==> src/rtl/spi_slave_shifter_if.sv <==
// Parallel host side of spi_slave_shifter: tx holding-buffer
// handshake and received-word strobe.
interface spi_slave_shifter_if #(
  parameter int DATA_WIDTH = 8
);
  logic [DATA_WIDTH-1:0] tx_data;
  logic                  tx_load;
  logic                  tx_ready;
  logic [DATA_WIDTH-1:0] rx_data;
  logic                  rx_valid;

  modport master (
    output tx_data, tx_load,
    input  tx_ready, rx_data, rx_valid
  );

  modport slave (
    input  tx_data, tx_load,
    output tx_ready, rx_data, rx_valid
  );
endinterface

==> src/rtl/spi_slave_shifter.sv <==
// SPI target oversampling sclk/ss_n/mosi on clk.
// SPI_SLAVE_LSB_FIRST_EN selects LSB-first in both directions.
module spi_slave_shifter #(
  parameter bit CPOL        = 1'b0,
  parameter bit CPHA        = 1'b0,
  parameter int DATA_WIDTH  = 8,
  parameter int SYNC_STAGES = 2
) (
  input  logic clk,
  input  logic reset,
  input  logic sclk_in,
  input  logic ss_n,
  input  logic mosi,
  output logic miso,
  output logic miso_oe,
  output logic busy,
  output logic tx_underrun,
  spi_slave_shifter_if.slave host
);

  localparam int CW = (DATA_WIDTH > 2) ? $clog2(DATA_WIDTH) : 1;
  localparam logic [CW-1:0] LAST = CW'(DATA_WIDTH - 1);

  typedef enum logic [1:0] {
    WAIT_IDLE,
    IDLE,
    ACTIVE
  } state_t;

  state_t state_q, state_d;

  logic [SYNC_STAGES-1:0] sclk_sync;
  logic [SYNC_STAGES-1:0] ss_sync;
  logic [SYNC_STAGES-1:0] mosi_sync;
  logic                   sclk_d;

  logic [DATA_WIDTH-1:0] tx_buf;
  logic                  buf_full;
  logic [DATA_WIDTH-1:0] tx_shift;
  logic [DATA_WIDTH-1:0] rx_shift;
  logic [DATA_WIDTH-1:0] rx_next;
  logic [DATA_WIDTH-1:0] rx_data_q;
  logic                  rx_valid_q;
  logic [CW-1:0]         bit_cnt;
  logic                  word_done;
  logic                  first_q;
  logic                  und_q;

  logic sclk_s, ss_s, mosi_s;
  logic lead, trail;
  logic start, stop, active;
  logic do_sample, do_shift, hold_first;
  logic consume;
  logic [DATA_WIDTH-1:0] next_word;

  assign sclk_s = sclk_sync[SYNC_STAGES-1];
  assign ss_s   = ss_sync[SYNC_STAGES-1];
  assign mosi_s = mosi_sync[SYNC_STAGES-1];

  always_ff @(posedge clk) begin
    if (reset) begin
      sclk_sync <= {SYNC_STAGES{CPOL}};
      ss_sync   <= '0;
      mosi_sync <= '0;
      sclk_d    <= CPOL;
    end else begin
      sclk_sync <= {sclk_sync[SYNC_STAGES-2:0], sclk_in};
      ss_sync   <= {ss_sync[SYNC_STAGES-2:0], ss_n};
      mosi_sync <= {mosi_sync[SYNC_STAGES-2:0], mosi};
      sclk_d    <= sclk_s;
    end
  end

  assign lead  = (sclk_d == CPOL) && (sclk_s != CPOL);
  assign trail = (sclk_d != CPOL) && (sclk_s == CPOL);

  always_ff @(posedge clk) begin
    if (reset) state_q <= WAIT_IDLE;
    else       state_q <= state_d;
  end

  // WAIT_IDLE refuses to join a frame already in progress
  always_comb begin
    state_d = state_q;
    start   = 1'b0;
    stop    = 1'b0;
    unique case (state_q)
      WAIT_IDLE: if (ss_s) state_d = IDLE;
      IDLE: begin
        if (!ss_s) begin
          state_d = ACTIVE;
          start   = 1'b1;
        end
      end
      ACTIVE: begin
        if (ss_s) begin
          state_d = IDLE;
          stop    = 1'b1;
        end
      end
      default: state_d = WAIT_IDLE;
    endcase
  end

  assign active     = (state_q == ACTIVE);
  assign do_sample  = active && !ss_s &&
                      (CPHA ? trail : lead);
  assign do_shift   = active && !ss_s &&
                      (CPHA ? lead : trail);
  assign hold_first = CPHA && first_q;
  assign consume    = start ||
                      (do_shift && !hold_first && word_done);
  assign next_word  = buf_full ? tx_buf : '0;

`ifdef SPI_SLAVE_LSB_FIRST_EN
  assign rx_next = {mosi_s, rx_shift[DATA_WIDTH-1:1]};
  assign miso    = active & tx_shift[0];
`else
  assign rx_next = {rx_shift[DATA_WIDTH-2:0], mosi_s};
  assign miso    = active & tx_shift[DATA_WIDTH-1];
`endif

  assign miso_oe       = active;
  assign busy          = active;
  assign tx_underrun   = und_q;
  assign host.tx_ready = !buf_full;
  assign host.rx_data  = rx_data_q;
  assign host.rx_valid = rx_valid_q;

  // Consume sees the old buffer, so a same-cycle load survives
  always_ff @(posedge clk) begin
    if (reset) begin
      tx_buf   <= '0;
      buf_full <= 1'b0;
    end else begin
      if (consume) buf_full <= 1'b0;
      if (host.tx_load && !buf_full) begin
        tx_buf   <= host.tx_data;
        buf_full <= 1'b1;
      end
    end
  end

  always_ff @(posedge clk) begin
    if (reset) begin
      tx_shift <= '0;
      und_q    <= 1'b0;
    end else begin
      und_q <= consume && !buf_full;
      if (stop) begin
        tx_shift <= '0;
      end else if (consume) begin
        tx_shift <= next_word;
      end else if (do_shift && !hold_first) begin
`ifdef SPI_SLAVE_LSB_FIRST_EN
        tx_shift <= tx_shift >> 1;
`else
        tx_shift <= tx_shift << 1;
`endif
      end
    end
  end

  always_ff @(posedge clk) begin
    if (reset) begin
      rx_shift   <= '0;
      rx_data_q  <= '0;
      rx_valid_q <= 1'b0;
      bit_cnt    <= '0;
      word_done  <= 1'b0;
      first_q    <= 1'b0;
    end else begin
      rx_valid_q <= 1'b0;
      if (start || stop) begin
        bit_cnt   <= '0;
        word_done <= 1'b0;
        first_q   <= start;
      end else begin
        if (do_shift) begin
          first_q <= 1'b0;
          if (!hold_first) word_done <= 1'b0;
        end
        if (do_sample) begin
          rx_shift <= rx_next;
          if (bit_cnt == LAST) begin
            bit_cnt    <= '0;
            word_done  <= 1'b1;
            rx_data_q  <= rx_next;
            rx_valid_q <= 1'b1;
          end else begin
            bit_cnt <= bit_cnt + 1'b1;
          end
        end
      end
    end
  end

endmodule

==> src/flat_wrapper.sv <==
// flat-port wrapper written by rule: the top's interface ports become plain ports
module spi_slave_shifter_flat 
#(
  parameter bit CPOL        = 1'b0,
  parameter bit CPHA        = 1'b0,
  parameter int DATA_WIDTH  = 8,
  parameter int SYNC_STAGES = 2
)
  (clk, reset, sclk_in, ss_n, mosi, miso, miso_oe, busy, tx_underrun, host_tx_data, host_tx_load, host_tx_ready, host_rx_data, host_rx_valid);
  spi_slave_shifter_if #(.DATA_WIDTH(DATA_WIDTH)) host_i ();
  input  logic clk;
  input  logic reset;
  input  logic sclk_in;
  input  logic ss_n;
  input  logic mosi;
  output logic miso;
  output logic miso_oe;
  output logic busy;
  output logic tx_underrun;
  input wire logic [$bits(host_i.tx_data)-1:0] host_tx_data;
  input wire logic [$bits(host_i.tx_load)-1:0] host_tx_load;
  output wire logic [$bits(host_i.tx_ready)-1:0] host_tx_ready;
  output wire logic [$bits(host_i.rx_data)-1:0] host_rx_data;
  output wire logic [$bits(host_i.rx_valid)-1:0] host_rx_valid;
  assign host_i.tx_data = host_tx_data;
  assign host_i.tx_load = host_tx_load;
  assign host_tx_ready = host_i.tx_ready;
  assign host_rx_data = host_i.rx_data;
  assign host_rx_valid = host_i.rx_valid;
  spi_slave_shifter #(.CPOL(CPOL), .CPHA(CPHA), .DATA_WIDTH(DATA_WIDTH), .SYNC_STAGES(SYNC_STAGES)) u_core (.clk(clk), .reset(reset), .sclk_in(sclk_in), .ss_n(ss_n), .mosi(mosi), .miso(miso), .miso_oe(miso_oe), .busy(busy), .tx_underrun(tx_underrun), .host(host_i));
endmodule
==> config.mk <==
export PLATFORM = sky130hd
export DESIGN_NAME = spi_slave_shifter_flat
export DESIGN_NICKNAME = d
export VERILOG_FILES = /design/src/rtl/spi_slave_shifter_if.sv /design/src/rtl/spi_slave_shifter.sv /design/src/flat_wrapper.sv
export SDC_FILE = /design/constraint.sdc
export NUM_CORES = 1
export LEC_CHECK = 0
export CELL_PAD_IN_SITES_DETAIL_PLACEMENT = 1
export CELL_PAD_IN_SITES_GLOBAL_PLACEMENT = 1
export CORE_MARGIN = 4
export CORE_UTILIZATION = 25
export DETAILED_ROUTE_END_ITERATION = 7
export PLACE_DENSITY_LB_ADDON = 0.1
export SYNTH_ARGS = -nofsm -noshare
export SYNTH_HDL_FRONTEND = slang
export SYNTH_SLANG_ARGS = --single-unit
==> constraint.sdc <==
create_clock -name clk -period 4.1 [get_ports clk]
set_clock_uncertainty 0.1 [all_clocks]
set_input_delay 0.41 -clock clk [delete_from_list [all_inputs] [get_ports clk]]
set_output_delay 0.41 -clock clk [all_outputs]
set_load 0.1 [all_outputs]
==> results of run 1 <==
cell type report:
| cell class | count | area, µm² |
|---|---|---|
| Fill cell | 890 | 4970 |
| Multi-Input combinational cell | 139 | 847.1 |
| Tap cell | 99 | 123.9 |
| Clock inverter | 2 | 35.03 |
| Sequential cell | 47 | 940.9 |
| Inverter | 4 | 15.01 |
| Clock buffer | 6 | 82.58 |
| Timing Repair Buffer | 28 | 277.8 |
cells by family after synthesis:
family,share of synthesized area
AO/OA/AOI/OAI,0.1260
flip-flops,0.5013
adder cells (fa/ha/maj),0.01333
buffers and inverters,0.04733
AND/OR/NAND/NOR,0.2213
multiplexers,0.09066
report_power, final:
part / total (mW) / internal, mW / leakage [nW] / switching (mW)
Sequential: 0.478 / 0.468 / 0.382 / 0.0103
Combinational: 0.0662 / 0.0287 / 0.375 / 0.0375
Clock: 0.356 / 0.198 / 0.0612 / 0.159
stage by stage:
stage	utilization	area, µm²	std cells	power, mW
final	0.3185	2322	325	0.9007
after detailed placement	0.3023	2205	317	0.5564
after global placement	0.3023	2205	317	0.5568
after global routing	0.3185	2322	325	0.9435
after CTS	0.3185	2322	325	0.9187
after floorplan	-	1877	202	0.5302
critical path, delay by kind of cell, from the launching register on:
family / cells / cell delay (ns)
AND/OR/NAND/NOR: 2 / 0.25
flip-flops: 1 / 0.45
buffers and inverters: 2 / 1.25
placed cells by master, fill, tap and decap left out, types with 2 or more instances in the layout:
cell / Yosys / routed
o211ai_1: 5 / 5
o22ai_1: 2 / 2
a31oi_1: 5 / 5
clkdlybuf4s50_1: 0 / 27
nand2_1: 13 / 13
nor2_1: 25 / 25
nor4_1: 5 / 5
nor2b_1: 9 / 9
nor3_1: 3 / 3
ha_1: 2 / 2
o21ai_0: 2 / 2
nand2b_1: 2 / 2
dfxtp_1: 47 / 47
a21oi_1: 21 / 21
inv_2: 2 / 2
and3_1: 5 / 5
clkbuf_8: 0 / 6
a211oi_1: 2 / 2
mux2i_1: 17 / 17
and2_1: 2 / 2
nand3_1: 9 / 9
worst min-delay path by stage:
stage / start / endpoint / slack, ns / cells past startpoint
global route: u_core.ss_sync[0]$_SDFF_PP0_ / u_core.ss_sync[1]$_SDFF_PP0_ / 0.36 / 1
CTS: u_core.ss_sync[0]$_SDFF_PP0_ / u_core.ss_sync[1]$_SDFF_PP0_ / 0.35 / 1
finish: u_core.ss_sync[0]$_SDFF_PP0_ / u_core.ss_sync[1]$_SDFF_PP0_ / 0.34 / 1
detailed placement: u_core.ss_sync[0]$_SDFF_PP0_ / u_core.ss_sync[1]$_SDFF_PP0_ / 0.33 / 1
global placement: u_core.sclk_sync[0]$_SDFF_PP0_ / u_core.sclk_sync[1]$_SDFF_PP0_ / 0.32 / 1
floorplan: u_core.mosi_sync[0]$_SDFF_PP0_ / u_core.mosi_sync[1]$_SDFF_PP0_ / 0.31 / 1
registers in the layout (all words and copies together), names as in the netlist, 2 cells and up:
signal,cells
u_core.bit_cnt,3
u_core.host.rx_data,8
u_core.mosi_sync,2
u_core.rx_shift,7
u_core.sclk_sync,2
u_core.ss_sync,2
u_core.state_q,2
u_core.tx_buf,8
u_core.tx_shift,8
per-layer routing:
metal	vias to the layer above	part of all wire	track usage
li1	753	-	-
met1	697	0.51	0.1566
met2	27	0.43	0.1697
met3	7	0.049	0.03028
met4	0	0.014	0.03966
met5	-	0	0
==> impl_metrics.yaml, run 1 <==
run_status:
  status: "finished, final reports clean"
routing:
  drtAntennaViolNets: 0
  wl_per_cell_um: 13.88
  dr_total_vias: 1484
  routed_wl_mm: 4.512
  routed_via_density: 4.566
  drc: 0
  drt-initial-drc-count: 60
  dr.pass1.iters: 4
power:
  p_leak_nw: 0.8178
  max-vdd-ir-drop_mv: 0.1909
  power_density_nw_per_um2: 387.9
sta:
  tightest_slew_ns: 1.077
  rsz0062_at_grt: "no"
  period_share: 0.6727
  drv_slew: 0
  finalHoldViolCount: 0
  fmax_mhz: 362.6
  max_slew_margin: 0.2805
  period_minus_slack_ns: 2.758
  setup_ws_ns: 1.342
  hold_slack_ns: 0.3431
  fin_tns_setup_ns: 0
  setup_viol: 0
worst_setup_path:
  cp-startpoint: "u_core.state_q[1]$_SDFFE_PP0P_"
  worstPathCellList: "nand2b_4 -> inv_2 -> and2_1 -> clkdlybuf4s50_1"
  cp.arrival_ns: 2.25
  required_ns: 3.59
  rr_worst_depth: 5
  rr_endpoint: "u_core.host.rx_data[7]$_SDFFE_PP0P_"
  reg2reg_slack_ns: 2.10
  critPathMaxFanout: 7
  cp-endpoint: "miso"
  r2r_start: "u_core.bit_cnt[0]$_SDFFE_PP0N_"
  cp_slowest_cell: "clkdlybuf4s50_1"
  critical-path-max-stage-delay_ns: 1.13
  critPathCaptureType: "output port"
  path_class: "reg2out"
  worstSetupStartpointType: "register"
synth:
  yosysUniqueCellTypes: 37
  syn_area_per_cell_um2: 9.291
  synth_top_cell_by_area: "dfxtp_1"
  synth-seq-cells: 47
  synth_warnings: 0
  syn_area_um2: 1877
  synth_ff_type: "dfxtp_1"
  synth_top_cells_by_count: "dfxtp_1 (47), nor2_1 (25), a21oi_1 (21), mux2i_1 (17), nand2_1 (13)"
  yosysMostFrequentCell: "dfxtp_1"
  syn_nets: 218
  async_flop_share: 0
  synth_area_leaders: "dfxtp_1 (50%), mux2i_1 (9.1%), a21oi_1 (5.6%), nor2_1 (5.0%), nor2b_1 (3.0%)"
  synth-seq-area-share: 0.5013
  synth.top_cell.area_share: 0.5013
  synth_edf_count: 0
  synthCells: 202
cells_and_area:
  diodes: 0
  nNetsFinal: 241
  drive_gt1_frac: 0.06637
  area_growth_pct: 23.73
global_routing:
  antenna_found_initial: 0
  grt_first_pass_wirelength_mm: 7.872
  grt.total_usage: 0.1134
  grt_max_degree: 22
  grt.overflow.total: 0
  grt_pass1_vias: 1532
place:
  dp_slack_ns: 1.678
  gp_congestion: 0.7098
  io_buffers: 27
  dp_hpwl_mm: 3.172
floorplan:
  dieHeight_um: 94.65
  design.die.area_um2: 8958
  io_pins: 28
  die_w_um: 94.65
  num_rows: 31
  start_util: 0.2574
  coreArea_um2: 7292
clock_network:
  clock_sinks: 47
  clk_latency_ns: 0.30
  cts_root_buf: "clkbuf_8"
  clk_transition_reported_paths_ns: 0.09
  cts_setup_buffers: 0
  cts_tree: "done"
  htreeDepth: 2
  cts_resized: 0
  postCtsHoldBufs: 0
  clk_path_buf_depth: 2
  numCtsBuffers: 5
run:
  cap_violations: 0
worst_hold_path:
  hp-class: "reg2reg"
(Power assumes the default switching activity.)
==> inputs of run 2 (changes only) <==
==> constraint.sdc (replaced) <==
create_clock -name clk -period 2.6 [get_ports clk]
set_clock_uncertainty 0.1 [all_clocks]
set_input_delay 0.26 -clock clk [delete_from_list [all_inputs] [get_ports clk]]
set_output_delay 0.26 -clock clk [all_outputs]
set_load 0.1 [all_outputs]
==> run 2 against run 1 <==
  * Via count fell by 1.0%
  * Critical path depth rose by 1
  * Sequential share of layout area rose by 0.49 points
  * Die area did not move
  * Cell count rose by 0.31%
  * First-iteration DRC count fell by 8.3%
  * Wire length rose by 1.4%
  * Utilization fell by 0.38 points
  * Critical endpoint is now u_core.host.rx_data[4]$_SDFFE_PP0P_
  * Highest routed layer unchanged
==> impl_metrics.yaml, run 2 (synthesis results as in run 1) <==
worst_setup_path:
  critPathMaxFanout: 11
  worstPathCellList: "ha_1 -> ha_1 -> nand4_1 -> nand2_1 -> a21oi_1"
  required_ns: 2.68
  cp_top_family: "simple AND/OR/NAND/NOR gates"
  cp.arrival_ns: 1.99
  cp_slowest_cell: "nand4_1"
  crit_path_frequent_cell: "ha_1"
  worstSetupStartpointType: "register"
  path_class: "reg2reg"
  path_buf_inv: 0
  r2r_start: "u_core.bit_cnt[0]$_SDFFE_PP0N_"
  critical-path-max-stage-delay_ns: 0.50
  cp-startpoint: "u_core.bit_cnt[0]$_SDFFE_PP0N_"
  critPathCaptureType: "register"
power:
  p_leak_nw: 0.8499
  power_density_nw_per_um2: 618.5
  max-vdd-ir-drop_mv: 0.2328
floorplan:
  io_pins: 28
  coreArea_um2: 7292
  start_util: 0.2574
  num_rows: 31
  die_w_um: 94.65
  dieHeight_um: 94.65
  design.die.area_um2: 8958
clock_network:
  cts_root_buf: "clkbuf_8"
  cts_resized: 0
  clk_path_buf_depth: 2
  clock_sinks: 47
  cts_tree: "done"
  postCtsHoldBufs: 0
  clk_latency_ns: 0.29
  clk_transition_reported_paths_ns: 0.09
  numCtsBuffers: 5
  htreeDepth: 2
  cts_setup_buffers: 0
worst_hold_path:
  hp-class: "reg2reg"
  min_from: "u_core.ss_sync[0]$_SDFF_PP0_"
place:
  dp_hpwl_mm: 3.152
  io_buffers: 27
  gp_congestion: 0.6406
routing:
  routed_wl_mm: 4.577
  drt-initial-drc-count: 55
  dr.pass1.iters: 4
  routed_via_density: 4.506
  drc: 0
  drtAntennaViolNets: 0
  wl_per_cell_um: 14.04
  dr_total_vias: 1469
sta:
  max_slew_margin: 0.6313
  fmax_mhz: 523.1
  period_minus_slack_ns: 1.912
  hold_slack_ns: 0.3446
  setup_viol: 0
  fin_tns_setup_ns: 0
  period_share: 0.7352
  drv_slew: 0
  rsz0062_at_grt: "no"
  finalHoldViolCount: 0
  tightest_slew_ns: 0.5523
run:
  cap_violations: 0
global_routing:
  grt_first_pass_wirelength_mm: 7.624
  grt_pass1_vias: 1445
  grt_max_degree: 37
  antenna_found_initial: 0
  use_met3: 0.02948
  globalRouteMet2Util: 0.1674
  grt_busiest_layer: "met2"
  grt.total_usage: 0.1096
  grt_use_met1: 0.1525
  grt.overflow.total: 0
cells_and_area:
  layout_common_cells: "dfxtp_1 (47), nor2_1 (25), a21oi_1 (21)"
  drive_gt1_frac: 0.1322
  area_growth_pct: 22.27
  fillers: 877
  final_common_cell: "dfxtp_1"
  nNetsFinal: 242
  diodes: 0
run_status:
  status: "finished, final reports clean"
## run 2: where the power goes
part / switching [mW] / internal, mW / total (mW)
clock: 0.247 / 0.311 / 0.559
sequential: 0.0170 / 0.738 / 0.755
combinational: 0.0606 / 0.0455 / 0.106
total: 0.325 / 1.09 / 1.42
## run 2: layer usage
layer | part of all wire | vias to the layer above | wire, µm
li1 | - | 753 | -
met1 | 0.51 | 691 | 2349
met2 | 0.43 | 21 | 1983
met3 | 0.045 | 4 | 205
met4 | 0.0085 | 0 | 39
met5 | 0 | - | 0
## run 2: path summary, 6_finish.rpt
path / to / cells past startpoint / slack (ns)
worst min register to register: u_core.ss_sync[1]$_SDFF_PP0_ / 1 / 0.34
worst max register to register: u_core.host.rx_data[4]$_SDFFE_PP0P_ / 5 / 0.69
worst min-delay path: u_core.ss_sync[1]$_SDFF_PP0_ / 1 / 0.34
worst max-delay path: u_core.host.rx_data[4]$_SDFFE_PP0P_ / 5 / 0.69
## run 2: layout make-up
type / instances / area, µm² / area share
clock buffer: 6 / 82.58 / 0.03599
clock inverter: 2 / 35.03 / 0.01527
inverter: 4 / 15.01 / 0.006543
multi-input combinational: 139 / 847.1 / 0.3691
sequential: 47 / 940.9 / 0.4100
tap: 99 / 123.9 / 0.05398
timing repair buffer: 29 / 250.2 / 0.1091
## run 2: stage by stage
stage | instances | utilization | cell area, µm² | total power, mW | worst slack (ns)
after detailed placement | 318 | 0.2986 | 2177 | 0.8790 | 0.6400
after CTS | 326 | 0.3147 | 2295 | 1.449 | 0.6230
after floorplan | 202 | - | 1877 | 0.8361 | 0.5081
final | 326 | 0.3147 | 2295 | 1.419 | 0.6885
after global placement | 318 | 0.2986 | 2177 | 0.8791 | 0.6610
after global routing | 326 | 0.3147 | 2295 | 1.482 | 0.3715
